--- src/rtl/ula_pkg.sv ---
// Shared codes for the ULA issue path: ULA control codes, ALUOp/funct encodings, FSM states.
package ula_pkg;

  localparam int unsigned CTRL_W   = 3;
  localparam int unsigned ALUOP_W  = 2;
  localparam int unsigned FUNCT_W  = 6;
  localparam int unsigned STATE_W  = 2;
  localparam int unsigned PERF_W   = 32;

  localparam logic [CTRL_W-1:0] ULA_AND = 3'b000;
  localparam logic [CTRL_W-1:0] ULA_OR  = 3'b001;
  localparam logic [CTRL_W-1:0] ULA_ADD = 3'b010;
  localparam logic [CTRL_W-1:0] ULA_SUB = 3'b110;
  localparam logic [CTRL_W-1:0] ULA_SLT = 3'b111;
  localparam logic [CTRL_W-1:0] ULA_NOR = 3'b100;
  localparam logic [CTRL_W-1:0] ULA_ILL = 3'b011;

  localparam logic [ALUOP_W-1:0] ALUOP_ADD   = 2'b00;
  localparam logic [ALUOP_W-1:0] ALUOP_SUB   = 2'b01;
  localparam logic [ALUOP_W-1:0] ALUOP_RTYPE = 2'b10;
  localparam logic [ALUOP_W-1:0] ALUOP_ILL   = 2'b11;

  localparam logic [FUNCT_W-1:0] FUNCT_ADD = 6'b100000;
  localparam logic [FUNCT_W-1:0] FUNCT_SUB = 6'b100010;
  localparam logic [FUNCT_W-1:0] FUNCT_AND = 6'b100100;
  localparam logic [FUNCT_W-1:0] FUNCT_OR  = 6'b100101;
  localparam logic [FUNCT_W-1:0] FUNCT_SLT = 6'b101010;
  localparam logic [FUNCT_W-1:0] FUNCT_NOR = 6'b100111;

  typedef enum logic [STATE_W-1:0] {IDLE, EXEC, DONE} ula_issue_state_t;

  localparam logic [STATE_W-1:0] ST_IDLE = STATE_W'(IDLE);
  localparam logic [STATE_W-1:0] ST_EXEC = STATE_W'(EXEC);
  localparam logic [STATE_W-1:0] ST_DONE = STATE_W'(DONE);

endpackage

--- src/rtl/ula_decode.sv ---
// Combinational ALUOp/funct -> ULA control decoder; flags anything it cannot map as an error.
module ula_decode
  import ula_pkg::*;
(
  input  logic [ALUOP_W-1:0] i_alu_op,
  input  logic [FUNCT_W-1:0] i_funct,
  output logic [CTRL_W-1:0]  o_control_c,
  output logic               o_err_c
);

  always_comb begin
    o_control_c = ULA_ILL;
    o_err_c     = 1'b1;
    case (i_alu_op)
      ALUOP_ADD: begin
        o_control_c = ULA_ADD;
        o_err_c     = 1'b0;
      end
      ALUOP_SUB: begin
        o_control_c = ULA_SUB;
        o_err_c     = 1'b0;
      end
      ALUOP_RTYPE: begin
        o_err_c = 1'b0;
        case (i_funct)
          FUNCT_ADD: o_control_c = ULA_ADD;
          FUNCT_SUB: o_control_c = ULA_SUB;
          FUNCT_AND: o_control_c = ULA_AND;
          FUNCT_OR:  o_control_c = ULA_OR;
          FUNCT_SLT: o_control_c = ULA_SLT;
          FUNCT_NOR: o_control_c = ULA_NOR;
          default: begin
            o_control_c = ULA_ILL;
            o_err_c     = 1'b1;
          end
        endcase
      end
      ALUOP_ILL: begin
        o_control_c = ULA_ILL;
        o_err_c     = 1'b1;
      end
      default: begin
        o_control_c = ULA_ILL;
        o_err_c     = 1'b1;
      end
    endcase
  end

endmodule

--- src/rtl/ula_issue_ctrl.sv ---
// ULA initiator: accepts an op, drives registered operands/control to the ULA, returns the captured result.
// Optional build macro ULA_ISSUE_PERF_EN adds perf_ops/perf_err handshake counters.
module ula_issue_ctrl
  import ula_pkg::*;
#(
  parameter int unsigned WIDTH = 32
) (
  input  logic               clk,
  input  logic               rst_n,
  input  logic               in_valid,
  output logic               in_ready,
  input  logic [ALUOP_W-1:0] alu_op,
  input  logic [FUNCT_W-1:0] funct,
  input  logic [WIDTH-1:0]   op_a,
  input  logic [WIDTH-1:0]   op_b,
  output logic [CTRL_W-1:0]  ula_control,
  output logic [WIDTH-1:0]   ula_a,
  output logic [WIDTH-1:0]   ula_b,
  input  logic [WIDTH-1:0]   ula_result,
  input  logic               ula_zero,
  output logic               out_valid,
  input  logic               out_ready,
  output logic [WIDTH-1:0]   out_result,
  output logic               out_zero,
  output logic               out_err
`ifdef ULA_ISSUE_PERF_EN
  ,
  output logic [PERF_W-1:0]  perf_ops,
  output logic [PERF_W-1:0]  perf_err
`endif
);

  logic [STATE_W-1:0] r_state;
  logic [STATE_W-1:0] w_state_nxt;
  logic               w_in_ready;
  logic               w_accept;
  logic               w_out_hs;

  logic [CTRL_W-1:0]  w_dec_ctrl;
  logic               w_dec_err;

  logic [CTRL_W-1:0]  r_ctrl;
  logic [WIDTH-1:0]   r_a;
  logic [WIDTH-1:0]   r_b;
  logic               r_err;
  logic [WIDTH-1:0]   r_result;
  logic               r_zero;
  logic               r_oerr;
  logic               r_valid;

  ula_decode u_decode (
    .i_alu_op    (alu_op),
    .i_funct     (funct),
    .o_control_c (w_dec_ctrl),
    .o_err_c     (w_dec_err)
  );

  always_ff @(posedge clk or negedge rst_n) begin
    if (!rst_n) r_state <= ST_IDLE;
    else        r_state <= w_state_nxt;
  end

  // Next state and handshake; in_ready depends combinationally only on out_ready and state.
  always_comb begin
    w_state_nxt = r_state;
    w_in_ready  = 1'b0;
    w_out_hs    = r_valid & out_ready;
    case (r_state)
      ST_IDLE: w_in_ready = rst_n;
      ST_DONE: w_in_ready = rst_n & out_ready;
      default: w_in_ready = 1'b0;
    endcase
    w_accept = in_valid & w_in_ready;
    case (r_state)
      ST_IDLE: if (w_accept) w_state_nxt = ST_EXEC;
      ST_EXEC: w_state_nxt = ST_DONE;
      ST_DONE: if (out_ready) w_state_nxt = w_accept ? ST_EXEC : ST_IDLE;
      default: w_state_nxt = ST_IDLE;
    endcase
  end

  // Operand/control registers change only on accept, so the ULA sees stable inputs through EXEC.
  always_ff @(posedge clk or negedge rst_n) begin
    if (!rst_n) begin
      r_ctrl <= ULA_AND;
      r_a    <= '0;
      r_b    <= '0;
      r_err  <= 1'b0;
    end else if (w_accept) begin
      r_ctrl <= w_dec_ctrl;
      r_a    <= op_a;
      r_b    <= op_b;
      r_err  <= w_dec_err;
    end
  end

  always_ff @(posedge clk or negedge rst_n) begin
    if (!rst_n) begin
      r_result <= '0;
      r_zero   <= 1'b0;
      r_oerr   <= 1'b0;
      r_valid  <= 1'b0;
    end else if (r_state == ST_EXEC) begin
      r_result <= ula_result;
      r_zero   <= ula_zero & ~r_err;
      r_oerr   <= r_err;
      r_valid  <= 1'b1;
    end else if (w_out_hs) begin
      r_valid  <= 1'b0;
    end
  end

`ifdef ULA_ISSUE_PERF_EN
  logic [PERF_W-1:0] r_perf_ops;
  logic [PERF_W-1:0] r_perf_err;

  always_ff @(posedge clk or negedge rst_n) begin
    if (!rst_n) begin
      r_perf_ops <= '0;
      r_perf_err <= '0;
    end else if (w_out_hs) begin
      r_perf_ops <= r_perf_ops + PERF_W'(1);
      if (r_oerr) r_perf_err <= r_perf_err + PERF_W'(1);
    end
  end

  assign perf_ops = r_perf_ops;
  assign perf_err = r_perf_err;
`endif

  assign in_ready    = w_in_ready;
  assign ula_control = r_ctrl;
  assign ula_a       = r_a;
  assign ula_b       = r_b;
  assign out_valid   = r_valid;
  assign out_result  = r_result;
  assign out_zero    = r_zero;
  assign out_err     = r_oerr;

endmodule

--- config.mk ---
export PLATFORM = sky130hd
export DESIGN_NAME = ula_issue_ctrl
export DESIGN_NICKNAME = d
export VERILOG_FILES = /design/src/rtl/ula_pkg.sv /design/src/rtl/ula_decode.sv /design/src/rtl/ula_issue_ctrl.sv
export SDC_FILE = /design/constraint.sdc
export NUM_CORES = 1
export LEC_CHECK = 0
export CAP_MARGIN = 20
export CORE_MARGIN = 2
export CORE_UTILIZATION = 43
export CTS_CLUSTER_DIAMETER = 50
export DETAILED_ROUTE_END_ITERATION = 16
export GPL_TIMING_DRIVEN = 0
export PLACE_DENSITY = 0.86
export SYNTH_ARGS = -nofsm -noshare
export SYNTH_HDL_FRONTEND = slang
export SYNTH_SLANG_ARGS = --single-unit
--- constraint.sdc ---
create_clock -name clk -period 2.1 [get_ports clk]
set_input_delay 0.42 -clock clk [delete_from_list [all_inputs] [get_ports clk]]
set_output_delay 0.42 -clock clk [all_outputs]
set_load 0.01 [all_outputs]
==> out/metrics.cfg <==
[floorplanning]
rows = 35
core_area_mm2 = 0.00924
io-pin-count = 212
start_util_pct = 44.2
chipHeight_um = 101
die_w_um = 101
dieArea_mm2 = 0.0103

[grt]
grt_pass1_vias = 4142
grt_first_pass_wirelength_mm = 19.7
gr-total-overflow = 0
antenna_found_initial = 0
grt_max_degree = 32
track_usage_pct = 24.9

[detailed_routing]
wl_per_cell_um = 15.1
vias = 3891
post-route-drc-count = 0
ant_nets = 0
drt_iter0_drc = 89
dr.pass1.iters = 4
routed_wl_mm = 12.4
detail_route.vias_per_cell = 4.75

[cts]
cts_htree_levels = 3
cts_root_buf = clkbuf_8
clk_latency_ns = 0.36
post-cts-setup-buffers = 0
cts_buffers = 9
cts_buffer_depth = 2
clock-sinks = 105
clkSlewWorstSetupHoldPaths_ns = 0.11
cts_tree = done

[final_layout]
fill_cells = 693
drive_above_1_share_pct = 6.51
antennaDiodeCount = 0
syn_to_final_growth_pct = 66.0
nets = 795

[sta]
timing.final.max_slew_violations = 0
hold_viol = 0
tns_ns = 0
worst_pin_slew_ns = 0.727
rsz0062_at_grt = false
finalSetupViolations = 0
layout_min_cycle_time_ns = 1.89
fmax_mhz = 529
holdWs_ns = 0.0861
period_share_pct = 90.0
slew_headroom_pct = 51.4
finalClockSkew_ns = 0.0138

[synthesis]
synth_compound_area_share_pct = 1.75
synth_top_family_by_area = simple AND/OR/NAND/NOR gates
synth_seq_area_share_pct = 64.3
yosys.area_share.simple_pct = 29.9
synth_cell_types = 29
synth-xor-area-share_pct = 0
syn_area_mm2 = 0.00409
ys_ff_latch = 105
synth.avg_cell_area_um2 = 8.96
synthMuxAreaShare_pct = 0.245
synth_fa_ha_area_share_pct = 0
syn_inst = 456
syn-num-nets = 565
ys_warn_count = 0

[critical_path]
rr_startpoint = r_state[1]$_DFFE_PN0P_
end_kind = output port
required_ns = 1.68
worstPathMaxFanout = 3
critPathLaunchType = primary input
ff2ff_path_depth = 5
rrSetupSlack_ns = 0.62
critPathKind = in2out
cp.arrival_ns = 1.47
rr_endpoint = ula_a[28]$_DFFE_PN0P_

[hold_path]
hp-class = in2async

[power_and_ir_drop]
powerDensity_mw_per_mm2 = 880
peakVddDrop_mv = 0.495
power.leakage_nw = 3.35

[place]
port_buffers = 211
gp_congestion = 0.760
dp_hpwl_mm = 9.19

[run_status]
status = complete, no violations

[job]
max_cap_viol_count = 0

==> cell usage after synthesis (all sizes together) <==
library cell    n  area (um^2)
nand2         298         1120
dfrtp         105         2630
buf            18          120
inv             5         18.8
o21ai           5         25.0
clkbuf          4         15.0
nor2b           3         21.3
nand2b          2         12.5
a21oi           1         5.00
a22o            1         8.76
a2bb2oi         1         8.76
a31oi           1         6.26
and2            1         6.26
and3b           1         8.76
and4bb          1         12.5
mux2i           1         10.0
nand3           1         10.0
nand3b          1         7.51
nor2            1         3.75
nor3b           1         7.51
nor4            1         6.26
nor4b           1         8.76
o2111ai         1         8.76
o31a            1         8.76
==> stage by stage <==
step / utilization [%] / cells / instance area (um^2) / setup slack (ns) / total power [mW]
after floorplan: - / 456 / 4090 / 0.863 / 3.35
after global placement: 68.8 / 796 / 6360 / -3.94 / 4.56
after detailed placement: 69.1 / 797 / 6380 / -0.571 / 4.65
after CTS: 73.1 / 819 / 6750 / 0.222 / 6.01
after global routing: 73.4 / 820 / 6780 / 0.166 / 6.31
final: 73.4 / 820 / 6780 / 0.211 / 5.97
==> layout make-up <==
cell class	count	area [um^2]	share of cell area (%)
plain buffers	22	135	1.99
well taps	129	161	2.38
clock inverters	5	61.3	0.904
clock buffers	11	151	2.23
flip-flops and latches	105	2630	38.7
inverters	5	18.8	0.277
repair buffers	219	2320	34.2
multi-input cells	324	1310	19.2
==> critical path, cell delays in order <==
cell and delay [ns]:
clkdlybuf4s50_1 0.46, nand2b_1 0.15, and2_1 0.13, dlygate4sd2_1 0.30
==> layout by cell type (no fill, tap or decap), types with 3 or more instances in the layout <==
cell and count:
clkbuf_8 11, inv_1 4, buf_6 4, dfrtp_1 105
nand2_1 298, bufbuf_16 3, buf_16 3, clkdlybuf4s50_1 209
buf_2 12, clkbuf_1 4, o21ai_0 3
==> registers in the layout, summed over array words and instances (netlist names) <==
signal       count
out_result      32
ula_a           32
ula_b           32
ula_control      3
r_state          2
out_err          1
out_valid        1
out_zero         1
r_err            1
==> kinds of logic after synthesis <==
| logic type | after synthesis |
|---|---|
| buffers and inverters | 27 |
| muxes | 1 |
| DFF | 105 |
| and+or+nand+nor | 312 |
| AOI/OAI and AO/OA | 11 |
==> worst max-delay path by stage <==
stage,start,end,slack (ns),depth (start not counted)
CTS,out_ready,in_ready,0.22,4
global placement,rst_n,in_ready,-3.94,4
detailed placement,rst_n,in_ready,-0.57,5
floorplan,rst_n,ula_a[0]$_DFFE_PN0P_,0.86,6
global route,out_ready,in_ready,0.17,4
finish,out_ready,in_ready,0.21,4
==> metal layers <==
metal	wire length (um)	GRT usage, %	vias up
met5	0	0	-
met2	6540	44.7	160
met3	1020	8.07	25
met1	4610	27.4	1863
met4	226	9.36	0
li1	-	-	1843
==> power breakdown <==
| part | switching [mW] | leakage [nW] | total [mW] | internal [mW] |
|---|---|---|---|---|
| Clock | 0.695 | 0.110 | 1.32 | 0.626 |
| Combinational | 0.827 | 1.94 | 1.96 | 1.13 |
| Sequential | 0.245 | 1.30 | 2.69 | 2.45 |
| Total | 1.77 | 3.35 | 5.97 | 4.20 |
==> repair_timing <==
item,in CTS,in global routing
hold endpoints to repair,44,0
hold buffers,3,0
endpoints found under the setup margin,1,0
resized for setup,5,0
No activity file was read; power rests on OpenSTA's default activity.
